`src/rtl/mem_req_ctrl.sv`:
```
// Request/response controller between the pipeline MEM/fetch stage and mem_system.
// Optional hit/miss statistics are enabled by defining MEM_REQ_STATS_EN.
module mem_req_ctrl #(
  parameter int TIMEOUT = 63,
  parameter int STAT_W  = 16
) (
  input  logic              clk,
  input  logic              rst,
  input  logic              req_rd,
  input  logic              req_wr,
  input  logic [15:0]       req_addr,
  input  logic [15:0]       req_data,
  output logic              resp_valid,
  output logic [15:0]       resp_data,
  output logic              resp_err,
  output logic              pipe_stall,
  output logic              ms_Rd,
  output logic              ms_Wr,
  output logic [15:0]       ms_Addr,
  output logic [15:0]       ms_DataIn,
  input  logic [15:0]       ms_DataOut,
  input  logic              ms_Done,
  input  logic              ms_Stall,
  input  logic              ms_CacheHit,
`ifdef MEM_REQ_STATS_EN
  input  logic              ms_err,
  output logic [STAT_W-1:0] hit_cnt,
  output logic [STAT_W-1:0] miss_cnt
`else
  input  logic              ms_err
`endif
);

  typedef enum logic {S_IDLE = 1'b0, S_BUSY = 1'b1} state_t;

  localparam logic [5:0] TMO = TIMEOUT[5:0];

  state_t      r_state;
  state_t      w_state_nxt;
  logic        r_lat_rd;
  logic        r_lat_wr;
  logic [15:0] r_lat_addr;
  logic [15:0] r_lat_data;
  logic [5:0]  r_wdog;

  logic w_req_any;
  logic w_legal;
  logic w_illegal;
  logic w_wdog_hit;
  logic w_start;

  assign w_req_any  = req_rd | req_wr;
  assign w_legal    = (req_rd ^ req_wr) & ~req_addr[0];
  assign w_illegal  = w_req_any & ~w_legal;
  assign w_wdog_hit = (r_wdog == TMO);
  assign w_start    = (r_state == S_IDLE) && (w_state_nxt == S_BUSY);

  // State register, request latch and watchdog
  always_ff @(posedge clk or posedge rst) begin
    if (rst) begin
      r_state    <= S_IDLE;
      r_lat_rd   <= 1'b0;
      r_lat_wr   <= 1'b0;
      r_lat_addr <= '0;
      r_lat_data <= '0;
      r_wdog     <= '0;
    end else begin
      r_state <= w_state_nxt;
      if (w_start) begin
        r_lat_rd   <= req_rd;
        r_lat_wr   <= req_wr;
        r_lat_addr <= req_addr;
        r_lat_data <= req_data;
        r_wdog     <= '0;
      end else if ((r_state == S_BUSY) && !w_wdog_hit) begin
        r_wdog <= r_wdog + 6'd1;
      end
    end
  end

  always_comb begin
    w_state_nxt = r_state;
    case (r_state)
      S_IDLE: begin
        if (w_legal && !ms_err && !ms_Done) w_state_nxt = S_BUSY;
      end
      S_BUSY: begin
        if (ms_err || ms_Done || w_wdog_hit) w_state_nxt = S_IDLE;
      end
      default: w_state_nxt = S_IDLE;
    endcase
  end

  // Outputs are forced low while reset is asserted, independent of inputs.
  always_comb begin
    resp_valid = 1'b0;
    resp_data  = '0;
    resp_err   = 1'b0;
    pipe_stall = 1'b0;
    ms_Rd      = 1'b0;
    ms_Wr      = 1'b0;
    ms_Addr    = '0;
    ms_DataIn  = '0;
    if (!rst) begin
      case (r_state)
        S_IDLE: begin
          if (w_illegal) begin
            resp_err = 1'b1;
          end else if (w_legal) begin
            ms_Rd     = req_rd;
            ms_Wr     = req_wr;
            ms_Addr   = req_addr;
            ms_DataIn = req_data;
            if (ms_err) begin
              resp_err = 1'b1;
            end else if (ms_Done) begin
              resp_valid = 1'b1;
              resp_data  = req_rd ? ms_DataOut : 16'h0000;
            end else begin
              pipe_stall = 1'b1;
            end
          end
        end
        S_BUSY: begin
          ms_Rd     = r_lat_rd;
          ms_Wr     = r_lat_wr;
          ms_Addr   = r_lat_addr;
          ms_DataIn = r_lat_data;
          if (ms_err) begin
            resp_err = 1'b1;
          end else if (ms_Done) begin
            resp_valid = 1'b1;
            resp_data  = r_lat_rd ? ms_DataOut : 16'h0000;
          end else if (w_wdog_hit) begin
            resp_err = 1'b1;
          end else begin
            pipe_stall = 1'b1;
          end
        end
        default: ;
      endcase
    end
  end

`ifdef MEM_REQ_STATS_EN
  logic [STAT_W-1:0] r_hit_cnt;
  logic [STAT_W-1:0] r_miss_cnt;

  always_ff @(posedge clk or posedge rst) begin
    if (rst) begin
      r_hit_cnt  <= '0;
      r_miss_cnt <= '0;
    end else if (resp_valid) begin
      if (ms_CacheHit) r_hit_cnt  <= r_hit_cnt + 1'b1;
      else             r_miss_cnt <= r_miss_cnt + 1'b1;
    end
  end

  assign hit_cnt  = r_hit_cnt;
  assign miss_cnt = r_miss_cnt;
`endif

  // ms_Stall has no control role; observed here only for debug coverage.
  cover property (@(posedge clk) disable iff (rst) (r_state == S_BUSY) && ms_Stall);

endmodule

```
`config.mk`:
```
export PLATFORM = sky130hd
export DESIGN_NAME = mem_req_ctrl
export DESIGN_NICKNAME = d
export VERILOG_FILES = /design/src/rtl/mem_req_ctrl.sv
export SDC_FILE = /design/constraint.sdc
export NUM_CORES = 1
export LEC_CHECK = 0
export CORE_ASPECT_RATIO = 1.5
export CORE_MARGIN = 3
export CORE_UTILIZATION = 42
export CTS_CLUSTER_SIZE = 28
export DETAILED_ROUTE_END_ITERATION = 16
export PLACE_DENSITY_LB_ADDON = 0.15
export SLEW_MARGIN = 20
export SYNTH_ARGS = -nofsm -noshare
export SYNTH_HDL_FRONTEND = slang
export SYNTH_SLANG_ARGS = --single-unit
export TNS_END_PERCENT = 100
```
`constraint.sdc`:
```
create_clock -name clk -period 4.2 [get_ports clk]
set_input_delay 0.84 -clock clk [delete_from_list [all_inputs] [get_ports clk]]
set_output_delay 0.84 -clock clk [all_outputs]
set_load 0.005 [all_outputs]
```
==> results of run 1 <==
registers in the layout, summed over array words and instances, names as in the netlist:
name / cells
r_lat_addr: 16
r_lat_data: 16
r_lat_rd: 1
r_lat_wr: 1
r_state: 1
r_wdog: 6
synth_stat cells:
cell,instances
xor2_1,1
and2_1,17
buf_6,5
a211oi_1,3
mux2_4,29
nor2_1,36
ha_1,2
a31oi_1,1
nand2_4,1
o21ai_0,6
nor3_1,2
a21oi_2,1
nand4_1,1
nand2_1,5
buf_2,6
o211ai_1,1
nand3_1,4
a31o_2,1
a22oi_1,15
nor2b_1,2
dfrtp_1,41
o21ai_1,1
nor3b_4,2
and3_1,1
or3_1,2
clkbuf_1,4
inv_1,6
mux2_2,2
a2111oi_0,1
a32o_1,1
nand4bb_1,1
a21oi_1,3
mux2i_1,17
cell type report:
class / count / area (um2)
inverters: 6 / 22.5
clock inverters: 1 / 5.00
multi-input cells: 159 / 1280
repair buffers: 112 / 1120
clock buffers: 7 / 96.3
flip-flops and latches: 41 / 1030
fillers: 476 / 1890
well taps: 70 / 87.6
report_power, final:
group | switching, mW | internal [mW] | leakage [nW]
clock network | 0.132 | 0.148 | 0.0542
logic | 0.106 | 0.222 | 1.01
registers | 0.0652 | 0.497 | 0.505
total | 0.304 | 0.867 | 1.56
logic make-up after synthesis:
logic type,Yosys count,synth area share
multiplexers,48,0.258
buffers and inverters,21,0.0509
XOR/XNOR,1,0.00360
adder cells (fa/ha/maj),2,0.0103
flip-flops,41,0.421
AO/OA/AOI/OAI,34,0.0966
AND/OR/NAND/NOR,74,0.159
routing by layer:
metal | vias to the layer above | share of wire
li1 | 980 | -
met2 | 78 | 0.54
met1 | 974 | 0.38
met3 | 9 | 0.070
met5 | - | 0
met4 | 0 | 0.019
worst paths after layout:
path,slack [ns],cells after the start,start,endpoint
max reg2reg,2.24,4,r_state,r_wdog[3]
min,0.49,1,r_lat_addr[0],r_lat_addr[0]
max,0.34,9,req_rd,resp_data[10]
min in group asynchronous,1.16,3,rst,r_lat_rd
max in group asynchronous,2.67,3,rst,r_state
min reg2reg,0.49,1,r_lat_addr[0],r_lat_addr[0]
stage by stage:
step / cells / total power, mW / hold slack, ns
floorplan: 221 / 0.763 / 0.444
global placement: 388 / 0.884 / 0.461
detailed placement: 388 / 0.898 / 0.471
CTS: 396 / 1.19 / 0.494
global route: 396 / 1.24 / 0.521
finish: 396 / 1.17 / 0.487
==> out/metrics.yaml, run 1 <==
status:
  status: "complete, no violations"
clock_tree:
  clk_pin_slew_ns: 0.07
  holdBufCountCts: 0
  post_cts_resized: 0
  htreeDepth: 2
  clockRootBuffer: "clkbuf_8"
  postCtsSetupBuffers: 0
  numCtsBuffers: 5
  insertion_delay_ns: 0.29
  clock-sinks: 41
  tritoncts: "done"
  clk_path_buf_depth: 2
global_routing:
  grtUsageMet1: 0.196
  grt_pass1_wl_mm: 9.58
  grt_use_met2: 0.340
  grt_antenna_before_repair: 0
  grt_overflow: 0
  grt_util_met3: 0.0407
  track_usage: 0.184
  grt_pass1_vias: 2137
  grt_max_degree: 43
  busiest_layer: "met2"
critical_path:
  slowest_stage: "clkdlybuf4s50_1"
  crit_top_cell: "clkdlybuf4s50_1"
  crit_family: "buffers and inverters"
  worst_path_largest_cell_delay_ns: 0.51
  crit_buf_inv: 4
  worst_ep_arrival_time_ns: 3.02
  crit_fanout: 16
  endpoint_kind: "output port"
  crit_path_cell_trace: "clkdlybuf4s50_1, inv_1, ha_1, nand4bb_1, a21oi_2, nor3b_4, buf_4, and2_1, clkdlybuf4s50_1"
  cp-start-kind: "input port"
  cp.required_ns: 3.36
  crit_type: "input port to output port"
layout:
  mostFrequentLayoutCells: "clkdlybuf4s50_1 (106), dfrtp_1 (40), nor2_1 (36)"
  n_antenna_cell: 0
  finish.instance_area_um2: 3640
  layout_commonest_cell: "clkdlybuf4s50_1"
  layout-drive-gt1-share: 0.160
  final_core_util: 0.658
  syn_to_final_growth_pct: 49.6
  fin_nets: 383
placed_design:
  port_buffers: 106
  gp_congestion: 0.743
  pre_cts_slack_ns: 0.290
  placed_cell_area_um2: 3540
  dp_hpwl_mm: 4.44
die:
  start_util: 0.440
  core_area_um2: 5530
  dieArea_um2: 6770
  rows: 33
  die_w_um: 68.2
  fp.dieH_um: 99.3
  ios: 109
sta:
  drv_slew: 0
  timing.setup.tns_ns: 0
  fin_crit_sh: 0.920
  hold_viol_final: 0
  maxSlewHeadroom: 0.530
  final-setup-viol-count: 0
  worst_slack_ns: 0.336
  rsz0062_at_grt: "no"
  finalClockSkew_ns: 0.00481
  worst_pin_slew_ns: 0.705
  max_freq_mhz: 259
  fin_crit_ns: 3.86
drt:
  firstDrtPassIters: 4
  drc_errors: 0
  drt-initial-drc-count: 43
  routed_wl_mm: 6.07
  final_antenna_net_count: 0
  routed_via_density: 5.15
  routedWlPerCell_um: 15.3
  vias: 2041
yosys:
  synth_cell_types: 33
  synth_area_um2: 2430
  syn_inst: 221
  yosysWarnings: 0
  syn_nets: 279
  synth.ff_latch_count: 41
  post-synth-top-area-cell: "dfrtp_1"
  postSynthAreaPerCell_um2: 11.0
  yosys-top-cells-area: "dfrtp_1 (42%), mux2_4 (18%), mux2i_1 (7.0%), nor2_1 (5.5%), a22oi_1 (4.6%)"
  synth_top_area_frac: 0.421
  yosysSeqAreaShare: 0.421
min_path:
  hp-class: "flop to flop"
pwr:
  irDropWorstVdd_uv: 256
  p_per_area_nw_per_um2: 322
  p_leak_nw: 1.56
flow_run:
  maxCapViolations: 0
Power figures use the tool's default switching activity.
==> run 2, diff against run 1 <==
--- a/config.mk
+++ b/config.mk
@@ -6,7 +6,7 @@
 export NUM_CORES = 1
 export LEC_CHECK = 0
 export CORE_ASPECT_RATIO = 1.5
-export CORE_MARGIN = 3
+export CORE_MARGIN = 8
 export CORE_UTILIZATION = 42
 export CTS_CLUSTER_SIZE = 28
 export DETAILED_ROUTE_END_ITERATION = 16
==> run 2 against run 1 <==
- final cell count increased by 0.51%
- routed wire length rose by 5.4%
- non-clock buffer count unchanged
- worst setup slack improved by 0.013 ns
- largest cell class unchanged
- fmax up 0.34%
- critical path type unchanged
- highest routed layer unchanged
- critical path depth stayed put
==> out/metrics.yaml, run 2 (synthesis gave the netlist of run 1 again) <==
die:
  ios: 109  # unchanged
  die_w_um: 78.2  # was 68.2 um
  fp.dieH_um: 109  # was 99.3 um
  core_area_um2: 5700  # was 5530 um2
  rows: 34  # was 33
  dieArea_um2: 8540  # was 6770 um2
  start_util: 0.427  # was 0.440
layout:
  layout-drive-gt1-share: 0.156  # was 0.160
  layout_commonest_cell: "clkdlybuf4s50_1"  # unchanged
  regArea_um2: 1030  # unchanged
  multi_input_area_um2: 1280  # unchanged
  fillers: 478  # was 476
  mostFrequentLayoutCells: "clkdlybuf4s50_1 (106), dfrtp_1 (40), nor2_1 (36)"  # unchanged
  reg_top3: "r_lat_addr: 16 flops, r_lat_data: 16 flops, r_wdog: 6 flops"  # unchanged
  n_antenna_cell: 0  # unchanged
  syn_to_final_growth_pct: 50.3  # was 49.6%
  finish.instance_area_um2: 3660  # was 3640 um2
  fin_nets: 383  # unchanged
  stdcell_count: 398  # was 396
pwr:
  irDropWorstVdd_uv: 239  # was 256 uV
  p_leak_nw: 1.57  # was 1.56 nW
  total_power_mw: 1.22  # was 1.17 mW
  p_per_area_nw_per_um2: 333  # was 322 nW/um2
sta:
  timing.setup.tns_ns: 0  # unchanged
  drv_slew: 0  # unchanged
  hold_viol_final: 0  # unchanged
  rsz0062_at_grt: "no"  # unchanged
  maxSlewHeadroom: 0.547  # was 0.530
  worst_pin_slew_ns: 0.680  # was 0.705 ns
  finalClockSkew_ns: 0.00710  # was 0.00481 ns
  hold-worst-slack_ns: 0.485  # was 0.487 ns
  final-setup-viol-count: 0  # unchanged
  fin_crit_ns: 3.85  # was 3.86 ns
  fin_crit_sh: 0.917  # was 0.920
  max_freq_mhz: 260  # was 259 MHz
critical_path:
  cp.required_ns: 3.36  # about the same
  crit_type: "input port to output port"  # unchanged
  crit_top_cell: "clkdlybuf4s50_1"  # unchanged
  endpoint_kind: "output port"  # unchanged
  crit_path_cell_trace: "clkdlybuf4s50_1, inv_1, ha_1, nand4bb_1, a21oi_2, nor3b_4, buf_4, and2_1, clkdlybuf4s50_1"  # unchanged
  worst_path_largest_cell_delay_ns: 0.51  # about the same
  slowest_stage: "clkdlybuf4s50_1"  # unchanged
  reg2reg_to: "r_wdog[3]"  # unchanged
  r2r_slack_ns: 2.25  # was 2.24 ns
  cp-start-kind: "input port"  # unchanged
  worst_ep_arrival_time_ns: 3.01  # was 3.02 ns
  r2r_start: "r_state"  # unchanged
  crit_fanout: 16  # unchanged
  cp-startpoint: "req_rd"  # unchanged
  reg2reg_depth: 4  # unchanged
min_path:
  worstHoldStart: "r_lat_rd"  # was r_lat_addr[0]
  holdPathEnd: "r_lat_rd"  # was r_lat_addr[0]
  min_path_cells: 2  # was 1
  hp-class: "flop to flop"  # unchanged
drt:
  drt-initial-drc-count: 46  # was 43
  drc_errors: 0  # unchanged
  vias: 2025  # was 2041
  routed_via_density: 5.09  # was 5.15
  routedWlPerCell_um: 16.1  # was 15.3 um
  routed_wl_mm: 6.40  # was 6.07 mm
  final_antenna_net_count: 0  # unchanged
  firstDrtPassIters: 4  # unchanged
placed_design:
  port_buffers: 106  # unchanged
  gp_congestion: 0.730  # was 0.743
  dp.cells: 390  # was 388
  dp_hpwl_mm: 4.72  # was 4.44 mm
  placed_cell_area_um2: 3540  # about the same
clock_tree:
  numCtsBuffers: 5  # unchanged
  holdBufCountCts: 0  # unchanged
  htreeDepth: 2  # unchanged
  clk_pin_slew_ns: 0.07  # about the same
  tritoncts: "done"  # unchanged
  postCtsSetupBuffers: 0  # unchanged
  clock-sinks: 41  # unchanged
  insertion_delay_ns: 0.29  # about the same
  clk_path_buf_depth: 2  # unchanged
  clockRootBuffer: "clkbuf_8"  # unchanged
  post_cts_resized: 0  # unchanged
status:
  status: "complete, no violations"  # unchanged
global_routing:
  grt_util_met3: 0.0421  # was 0.0407
  grt_pass1_wl_mm: 10.3  # was 9.58 mm
  grt_antenna_before_repair: 0  # unchanged
  busiest_layer: "met2"  # unchanged
  track_usage: 0.146  # was 0.184
  grt_max_degree: 43  # unchanged
  grt_pass1_vias: 2026  # was 2137
  grt_use_met2: 0.255  # was 0.340
  grtUsageMet1: 0.168  # was 0.196
  grt_overflow: 0  # unchanged
flow_run:
  maxCapViolations: 0  # unchanged
run 2: changes by cell type in the layout (fill, tap and decap cells not counted), sizes merged:
| cell | change |
|---|---|
| bufinv | +1 |
| clkinv | -1 |
run 2: metal layers:
metal  routed length (um)  vias to the layer above
li1                     -                      983
met1                 2760                      966
met2                 3200                       70
met3                  363                        6
met4                   73                        0
met5                    0                        -
run 2: through the flow:
step	utilization	setup slack (ns)
CTS	0.642	0.306
floorplan	-	0.480
global placement	0.622	0.338
finish	0.642	0.349
global route	0.642	0.198
detailed placement	0.622	0.306
run 2: power breakdown:
| group | internal, mW | leakage, nW | switching, mW |
|---|---|---|---|
| Combinational | 0.222 | 1.01 | 0.105 |
| Clock | 0.194 | 0.0585 | 0.139 |
| Sequential | 0.496 | 0.505 | 0.0635 |
run 2: area by class of cell:
class,instances,area share
Inverter,6,0.00615
Tap cell,72,0.0246
Sequential cell,41,0.281
Multi-Input combinational cell,159,0.351
Clock buffer,7,0.0236
Clock inverter,1,0.00821
Timing Repair Buffer,112,0.306
run 2: worst max-delay path by stage:
| stage | endpoint | slack, ns | cells past startpoint |
|---|---|---|---|
| floorplan | pipe_stall | 0.48 | 4 |
| global placement | resp_data[0] | 0.34 | 9 |
| detailed placement | resp_data[0] | 0.31 | 9 |
| CTS | resp_data[0] | 0.31 | 9 |
| global route | pipe_stall | 0.20 | 7 |
| finish | resp_data[0] | 0.35 | 9 |
run 2: critical path: cells and delay by family:
family | cells | cell delay, ns
buf+inv | 4 | 1.24
simple gates | 3 | 0.45
fa+ha+maj | 1 | 0.30
compound gates | 1 | 0.18
==> run 3, diff against run 2 <==
--- a/config.mk
+++ b/config.mk
@@ -11,6 +11,7 @@
 export CTS_CLUSTER_SIZE = 28
 export DETAILED_ROUTE_END_ITERATION = 16
 export PLACE_DENSITY_LB_ADDON = 0.15
+export SETUP_SLACK_MARGIN = 0.1
 export SLEW_MARGIN = 20
 export SYNTH_ARGS = -nofsm -noshare
 export SYNTH_HDL_FRONTEND = slang
==> results of run 3 <==
Final layout, timing and power as in run 2 (identical DEF).
